`src/rtl/lut_ff_mux_sched.sv`:
```
// Round-robin scheduler sharing one lut_ff_mux datapath among NUM_REQ
// requesters; one op in flight, result returned over a valid/ready channel.
//
// Ports:
//   clk, rst      clock and synchronous active-high reset
//   req_valid     per-requester operation valid
//   req_ready     per-requester accept, one-hot or zero
//   req_in        operand of requester i at [4i+3:4i]
//   req_sel       mux_sel requested by requester i
//   dp_in         operand driven to the datapath
//   dp_mux_sel    mux_sel driven to the datapath
//   dp_q          datapath output Q
//   resp_valid    result available
//   resp_ready    consumer accepts result
//   resp_id       requester that owns the result
//   resp_data     sampled dp_q
//   busy          high while an op is in RUN or RESP
//   done_cnt      completed transactions, wraps silently
module lut_ff_mux_sched #(
  parameter int NUM_REQ  = 4,
  parameter int ID_W     = 2,
  parameter int LAT_REG  = 2,
  parameter int LAT_COMB = 1
) (
  input  logic                 clk,
  input  logic                 rst,
  input  logic [NUM_REQ-1:0]   req_valid,
  output logic [NUM_REQ-1:0]   req_ready,
  input  logic [4*NUM_REQ-1:0] req_in,
  input  logic [NUM_REQ-1:0]   req_sel,
  output logic [3:0]           dp_in,
  output logic                 dp_mux_sel,
  input  logic                 dp_q,
  output logic                 resp_valid,
  input  logic                 resp_ready,
  output logic [ID_W-1:0]      resp_id,
  output logic                 resp_data,
  output logic                 busy,
  output logic [15:0]          done_cnt
);

  localparam int LAT_MAX =
    (LAT_REG > LAT_COMB) ? LAT_REG : LAT_COMB;
  localparam int CNT_W =
    (LAT_MAX > 1) ? $clog2(LAT_MAX) : 1;

  localparam logic [CNT_W-1:0] CNT_REG =
    CNT_W'(LAT_REG - 1);
  localparam logic [CNT_W-1:0] CNT_COMB =
    CNT_W'(LAT_COMB - 1);
  localparam logic [ID_W-1:0] LAST_INIT =
    ID_W'(NUM_REQ - 1);

  typedef enum logic [1:0] {
    IDLE,
    RUN,
    RESP
  } state_t;

  state_t          state;
  logic [ID_W-1:0] last_grant;
  logic [ID_W-1:0] id;
  logic [CNT_W-1:0] cnt;

  logic [ID_W-1:0] grant;
  logic            grant_hit;
  logic [3:0]      grant_op;
  logic            grant_sel;
  logic            accept;

  // Search starts one past the last winner so every
  // requester is reached within NUM_REQ grants.
  always_comb begin
    int idx;
    grant     = '0;
    grant_hit = 1'b0;
    idx       = 0;
    for (int k = 1; k <= NUM_REQ; k++) begin
      idx = int'(last_grant) + k;
      if (idx >= NUM_REQ)
        idx = idx - NUM_REQ;
      for (int i = 0; i < NUM_REQ; i++) begin
        if (!grant_hit && i == idx
            && req_valid[i]) begin
          grant_hit = 1'b1;
          grant     = ID_W'(i);
        end
      end
    end
  end

  assign accept = (state == IDLE) && grant_hit && !rst;

  always_comb begin
    req_ready = '0;
    grant_op  = '0;
    grant_sel = 1'b0;
    for (int i = 0; i < NUM_REQ; i++) begin
      if (grant == ID_W'(i)) begin
        grant_op  = req_in[4*i +: 4];
        grant_sel = req_sel[i];
        req_ready[i] = accept;
      end
    end
  end

  // dp_in/dp_mux_sel double as the latched operation:
  // loaded on accept, untouched until the next accept.
  always_ff @(posedge clk) begin
    if (rst) begin
      state      <= IDLE;
      last_grant <= LAST_INIT;
      id         <= '0;
      cnt        <= '0;
      dp_in      <= '0;
      dp_mux_sel <= 1'b0;
      resp_valid <= 1'b0;
      resp_id    <= '0;
      resp_data  <= 1'b0;
      busy       <= 1'b0;
      done_cnt   <= '0;
    end else begin
      unique case (state)
        IDLE: begin
          if (accept) begin
            last_grant <= grant;
            id         <= grant;
            cnt        <= grant_sel ? CNT_COMB
                                    : CNT_REG;
            dp_in      <= grant_op;
            dp_mux_sel <= grant_sel;
            busy       <= 1'b1;
            state      <= RUN;
          end
        end
        RUN: begin
          if (cnt == '0) begin
            resp_data  <= dp_q;
            resp_id    <= id;
            resp_valid <= 1'b1;
            state      <= RESP;
          end else begin
            cnt <= cnt - 1'b1;
          end
        end
        RESP: begin
          if (resp_ready) begin
            resp_valid <= 1'b0;
            busy       <= 1'b0;
            done_cnt   <= done_cnt + 16'd1;
            state      <= IDLE;
          end
        end
        default: state <= IDLE;
      endcase
    end
  end

endmodule

```
`config.mk`:
```
export PLATFORM = sky130hd
export DESIGN_NAME = lut_ff_mux_sched
export DESIGN_NICKNAME = d
export VERILOG_FILES = /design/src/rtl/lut_ff_mux_sched.sv
export SDC_FILE = /design/constraint.sdc
export NUM_CORES = 1
export LEC_CHECK = 0
export CAP_MARGIN = 20
export CORE_MARGIN = 2
export CORE_UTILIZATION = 46
export CTS_CLUSTER_DIAMETER = 120
export CTS_CLUSTER_SIZE = 40
export DETAILED_ROUTE_END_ITERATION = 10
export GPL_ROUTABILITY_DRIVEN = 1
export PLACE_DENSITY = 0.92
export SLEW_MARGIN = 20
export SYNTH_ARGS = -nofsm -noshare
export SYNTH_HDL_FRONTEND = slang
export SYNTH_SLANG_ARGS = --single-unit
```
`constraint.sdc`:
```
create_clock -name clk -period 2.35 [get_ports clk]
set_clock_uncertainty 0.1 [all_clocks]
set_input_delay 0.47 -clock clk [delete_from_list [all_inputs] [get_ports clk]]
set_output_delay 0.47 -clock clk [all_outputs]
set_load 0.01 [all_outputs]
```
==> flow_summary_export.csv, run 1 <==
group,metric,value,unit
logic_synthesis,yosys_warnings,0,
logic_synthesis,ys_seq_area_frac,0.368,
finish,final_nets,319,
global_routing,grt_max_degree,26,
timing,hold_viol,0,
pwr,switching_share,0.286,
critical_path,cpMaxStageDelayCell,"clkdlybuf4s50_1",
logic_synthesis,syn_area,1790,um^2
clock_network,clk_latency,0.28,ns
global_routing,grtUsageMet3,0.0477,
die,die_x,66.4,um
detailed_routing,routed_wirelength,5260,um
global_routing,met2_usage,0.438,
status,status,"finished clean",
logic_synthesis,async_reset_ff_frac,0,
finish,antenna-diode-count,0,
finish,area_growth,50.2,%
pwr,power.leakage,0.00105,uW
logic_synthesis,syn_nets,240,
pwr,p_int,1220,uW
pwr,power_density,636,nW/um^2
timing,final-setup-viol-count,0,
critical_path,crit_chain,"clkdlybuf4s50_1, nor2_2, and3_1, clkdlybuf4s15_2",
detailed_routing,avgRoutedWirePerCell,15.5,um
global_routing,overflow,0,
placed_design,pre_cts_ws,-0.742,ns
clock_network,htree_levels,2,
detailed_routing,drc,0,
detailed_routing,antenna_left,0,
die,rows,22,
placed_design,hpwl,3850,um
critical_path,cp-start-kind,"input port",
placed_design,placed_area,2560,um^2
placed_design,dp.cells,330,
timing,worstMarginPinSlew,1.02,ns
finish,finalInstanceArea,2690,um^2
global_routing,grt_pass1_wl,8350,um
critical_path,path_buf_inv,2,
detailed_routing,drt-pass1-iter-count,4,
critical_path,worstSetupPathType,"in2out",
logic_synthesis,ys_types,50,
finish,drive_gt1_frac,0.237,
die,pin_count,58,
timing,period_share,0.958,
timing,maxSlewViolCount,0,
worst_hold_path,worst_hold_path_type,"reg2reg",
global_routing,grt.busiest_layer,"met2",
clock_network,cts_made_buffers,5,
placed_design,io_buffers,57,
global_routing,grt_pass1_vias,1781,
critical_path,cp.required,1.78,ns
timing,fin_ws,0.0977,ns
timing,period_minus_slack,2.25,ns
global_routing,grt_use_met1,0.306,
detailed_routing,vias,1884,
die,initial_core_util,0.482,
placed_design,gp_congestion,0.771,
clock_network,cts_tree,"built",
die,die-area,4410,um^2
critical_path,crit_family,"buffers and inverters",
logic_synthesis,avgSynthCellArea,8.50,um^2
clock_network,cts_sinks,33,
critical_path,path_max_fanout,6,
timing,slew_headroom,0.313,
clock_network,cts_buffer_depth,2,
timing,rsz0062_at_grt,"false",
pwr,p_seq_frac,0.375,
job,maxCapViolations,0,
clock_network,holdBufCountCts,0,
timing,fmax,444,MHz
finish,fin_util,0.725,
logic_synthesis,netlist_instances,211,
logic_synthesis,ys.flop_type,"dfxtp_1",
finish,fin_cells,339,
logic_synthesis,synth-edff-count,0,
pwr,netSwitchingPower,490,uW
clock_network,clk_pin_slew,0.06,ns
critical_path,cp_slowest_stage_delay,0.59,ns
clock_network,clock_tree.root_cell,"clkbuf_8",
pwr,combPwrFrac,0.304,
detailed_routing,avgViaCountPerCell,5.56,
logic_synthesis,synth_seq_cells,33,
die,coreArea,3720,um^2
die,die-height,66.4,um
global_routing,grt.total_usage,0.248,
global_routing,antenna_found_initial,0,
pwr,ir_drop,0.407,mV
pwr,clockPowerShare,0.322,
detailed_routing,drt_iter0_drc,122,
critical_path,arrival,1.68,ns
critical_path,cp-end-kind,"output pin",
==> path summary, 6_finish.rpt <==
kind | endpoint | start | cells past startpoint | slack [ns]
max | req_ready[1] | rst | 4 | 0.1
min | resp_valid | resp_valid | 2 | 0.38
max reg2reg | dp_in[0] | state[0] | 4 | 0.44
min reg2reg | resp_valid | resp_valid | 2 | 0.38
==> metrics by stage <==
stage | setup TNS [ns] | hold WS, ns | total power (uW)
floorplan | 0 | 0.357 | 919
global route | 0 | 0.392 | 1780
finish | 0 | 0.383 | 1710
global placement | -3.53 | 0.363 | 1130
CTS | 0 | 0.382 | 1700
detailed placement | -4.08 | 0.369 | 1150
==> layer usage <==
metal,up-vias,wire [um]
li1,906,-
met5,-,0
met2,67,2730
met3,6,243
met4,0,66
met1,905,2220
==> flip-flops by register name (all words and copies together) (netlist names) <==
| register | count |
|---|---|
| resp_data | 1 |
| state | 2 |
| resp_id | 2 |
| dp_mux_sel | 1 |
| done_cnt | 16 |
| resp_valid | 1 |
| dp_in | 4 |
| last_grant | 2 |
| id | 2 |
| cnt | 1 |
| busy | 1 |
==> Yosys cell counts (2+ instances only) <==
master | count | area [um^2]
o22ai_1 | 2 | 12.5
mux2i_1 | 4 | 40.0
nor2b_1 | 3 | 18.8
o21ai_0 | 4 | 20.0
clkbuf_1 | 5 | 18.8
and3_1 | 6 | 37.5
nand3_1 | 8 | 40.0
nand2_1 | 8 | 30.0
a21oi_1 | 9 | 45.0
buf_2 | 5 | 25.0
nor2_1 | 40 | 150
inv_1 | 5 | 18.8
o221ai_1 | 3 | 26.3
buf_4 | 5 | 37.5
nand2b_1 | 4 | 25.0
xnor2_1 | 3 | 26.3
or3_1 | 3 | 18.8
o21ai_1 | 3 | 15.0
a2111oi_2 | 2 | 30.0
nor4b_1 | 2 | 17.5
dfxtp_1 | 33 | 661
xor2_1 | 11 | 96.3
nor3_1 | 8 | 40.0
and2_1 | 2 | 12.5
nor4b_2 | 3 | 45.0
nand4_1 | 5 | 31.3
or3_4 | 2 | 22.5
==> placed cells by master (no fill, tap or decap), drive strengths merged, types with 3 or more instances in the layout <==
master	netlist	final
o221ai	3	3
nand3	8	8
dfxtp	33	33
a21oi	10	10
or3	5	5
o21ai	7	7
xnor2	3	3
and3	6	6
mux2i	4	4
xor2	11	11
clkdlybuf4s50	0	49
clkbuf	5	9
nand2b	4	4
nor2	40	40
nand4	5	5
nor4b	5	5
inv	5	5
nand2	9	9
nor3	9	9
buf	10	35
nor2b	3	3
==> worst min-delay path: stages, from the launching register on <==
cell     delay (ns)
dfxtp_1        0.33
nand2_1        0.06
a21oi_1        0.05
==> power groups by stage <==
| stage | Sequential, uW | Combinational [uW] | Clock [uW] |
|---|---|---|---|
| finish | 642 | 520 | 551 |
| global route | 647 | 559 | 575 |
| CTS | 639 | 506 | 552 |
| detailed placement | 651 | 498 | 0 |
| global placement | 649 | 484 | 0 |
| floorplan | 655 | 265 | 0 |
==> repair_timing <==
item                                    CTS  global route
cloned                                    0             0
setup buffers                             0             1
pin swaps                                 3             2
endpoints found under the setup margin    5             4
gates resized for setup                  34             9
hold endpoints to repair                  0             0
==> logic make-up after synthesis <==
| kind of cell | synth area share |
|---|---|
| multiplexers | 0.0223 |
| XOR/XNOR | 0.0684 |
| buffers and inverters | 0.0558 |
| flip-flops | 0.368 |
| AO/OA/AOI/OAI | 0.167 |
| adder cells (fa/ha/maj) | 0.00698 |
| AND/OR/NAND/NOR | 0.311 |
==> cell type report <==
class	instances	area, um^2
flip-flops and latches	33	663
multi-input cells	158	1070
repair buffers	87	768
inverters	5	18.8
fillers	275	1020
clock buffers	7	86.3
well taps	48	60.1
clock inverters	1	30.0
No activity file was read; power rests on OpenSTA's default activity.
==> run 2: changes to the inputs <==
--- a/config.mk
+++ b/config.mk
@@ -12,7 +12,7 @@
 export CTS_CLUSTER_SIZE = 40
 export DETAILED_ROUTE_END_ITERATION = 10
 export GPL_ROUTABILITY_DRIVEN = 1
-export PLACE_DENSITY = 0.92
+export PLACE_DENSITY = 0.8
 export SLEW_MARGIN = 20
 export SYNTH_ARGS = -nofsm -noshare
 export SYNTH_HDL_FRONTEND = slang
==> flow_summary_export.csv, run 2 (synthesis gave the netlist of run 1 again) <==
group,metric,value,unit
clock_network,htree_levels,2,
timing,fmax,438,MHz
placed_design,dp.cells,334,
timing,period_minus_slack,2.28,ns
global_routing,overflow,0,
critical_path,path_max_fanout,9,
detailed_routing,drt_iter0_drc,106,
finish,layout_common_cells,"clkdlybuf4s50_1, nor2_1, buf_4",
clock_network,cts_tree,"built",
clock_network,clk_latency,0.28,ns
critical_path,worstSetupPathType,"in2out",
detailed_routing,vias,1837,
timing,period_share,0.971,
clock_network,holdBufCountCts,0,
finish,final_nets,323,
timing,worstMarginPinSlew,0.455,ns
pwr,power.total,1630,uW
critical_path,path_buf_inv,3,
timing,rsz0062_at_grt,"false",
finish,drive_gt1_frac,0.247,
pwr,p_seq_frac,0.393,
clock_network,cts_sinks,33,
finish,regMostFlops,"done_cnt",
pwr,combPwrFrac,0.324,
detailed_routing,routed_wirelength,4670,um
pwr,netSwitchingPower,479,uW
timing,hold_viol,0,
detailed_routing,drt-pass1-iter-count,4,
clock_network,clk_pin_slew,0.07,ns
die,die-height,66.4,um
die,pin_count,58,
global_routing,grt_pass1_vias,1756,
placed_design,gp_congestion,0.849,
timing,final-setup-viol-count,0,
die,rows,22,
finish,area_growth,51.3,%
global_routing,grt.total_usage,0.225,
critical_path,cpMaxStageDelayCell,"clkdlybuf4s15_2",
finish,final_common_cell,"clkdlybuf4s50_1",
die,die-area,4410,um^2
placed_design,io_buffers,57,
die,die_x,66.4,um
critical_path,cp-start-kind,"input port",
worst_hold_path,worst_hold_path_type,"reg2reg",
pwr,power_density,602,nW/um^2
critical_path,crit_family,"buffers and inverters",
detailed_routing,antenna_left,0,
critical_path,cp-end-kind,"output pin",
pwr,p_int,1160,uW
clock_network,cts_made_buffers,5,
critical_path,crit_chain,"clkbuf_4, nor2b_2, buf_4, o311ai_4, nand2_2, nor3_2, clkdlybuf4s15_2",
pwr,clockPowerShare,0.282,
timing,maxSlewViolCount,0,
job,maxCapViolations,0,
timing,setup_tns,0,ns
die,initial_core_util,0.482,
timing,slew_headroom,0.696,
pwr,ir_drop,0.459,mV
finish,reg_top3,"done_cnt (16), dp_in (4)",
detailed_routing,avgRoutedWirePerCell,13.6,um
detailed_routing,drc,0,
critical_path,cp.required,1.78,ns
global_routing,grt_pass1_wl,7710,um
finish,fin_cells,343,
clock_network,cts_buffer_depth,2,
placed_design,hpwl,3570,um
die,coreArea,3720,um^2
global_routing,grt_max_degree,25,
pwr,switching_share,0.293,
finish,antenna-diode-count,0,
critical_path,cp_slowest_stage_delay,0.25,ns
finish,largest_reg_flops,16,
pwr,power.leakage,0.00107,uW
finish,fin_util,0.730,
critical_path,arrival,1.71,ns
global_routing,antenna_found_initial,0,
detailed_routing,avgViaCountPerCell,5.36,
finish,fillers,287,
clock_network,clock_tree.root_cell,"clkbuf_8",
status,status,"finished clean",
==> run 2: metrics by stage <==
| step | instance area [um^2] | setup slack (ns) | hold slack, ns |
|---|---|---|---|
| after CTS | 2710 | 0.000819 | 0.387 |
| after global routing | 2710 | 0.0324 | 0.424 |
| after global placement | 2590 | -0.770 | 0.368 |
| after floorplan | 1790 | 0.103 | 0.357 |
| after detailed placement | 2590 | -0.844 | 0.374 |
| final | 2710 | 0.0673 | 0.389 |
==> run 2: final timing paths <==
| kind | from | to | slack, ns | cells past startpoint |
|---|---|---|---|---|
| worst max-delay path | req_valid[1] | req_ready[3] | 0.07 | 7 |
| worst min-delay path | resp_valid | resp_valid | 0.39 | 2 |
| worst max register to register | last_grant[1] | dp_in[0] | 0.41 | 5 |
| worst min register to register | resp_valid | resp_valid | 0.39 | 2 |
==> run 2: area by class of cell <==
class                      instances  area (um^2)  share of cell area
multi-input combinational        158         1070               0.394
timing repair buffer              91          801               0.295
sequential                        33          662               0.244
clock buffer                       7         96.3              0.0355
tap                               48         60.1              0.0221
inverter                           5         18.8             0.00692
clock inverter                     1         5.00             0.00185
==> run 2: timing repair <==
action	in CTS	in global routing
setup endpoints to repair	4	3
gates resized for setup	33	9
gates cloned	0	0
setup buffers	1	0
pin swaps	2	4
==> run 2: worst register-to-register path, cell delays in order, from the launching register on <==
cell and delay, ns:
dfxtp_1 0.50, buf_4 0.22, a21oi_1 0.08, o211ai_2 0.39
o22ai_1 0.19, a2111oi_2 0.37
==> run 2: power groups by stage <==
| stage | registers [uW] | logic (uW) | clock network, uW |
|---|---|---|---|
| 3_5_place_dp | 652 | 513 | 0 |
| 6_report | 643 | 530 | 461 |
| 2_1_floorplan | 655 | 265 | 0 |
| 5_1_grt | 647 | 576 | 495 |
| 3_3_place_gp | 652 | 501 | 0 |
| 4_1_cts | 641 | 525 | 467 |
==> run 2: layer usage <==
metal  GRT usage  vias up  part of all wire  routed length [um]
met5           0        -                 0                   0
met4      0.0714        0             0.012                  54
met3      0.0409        7             0.039                 184
met2       0.369       42              0.48                2260
met1       0.299      875              0.46                2170
li1            -      913                 -                   -
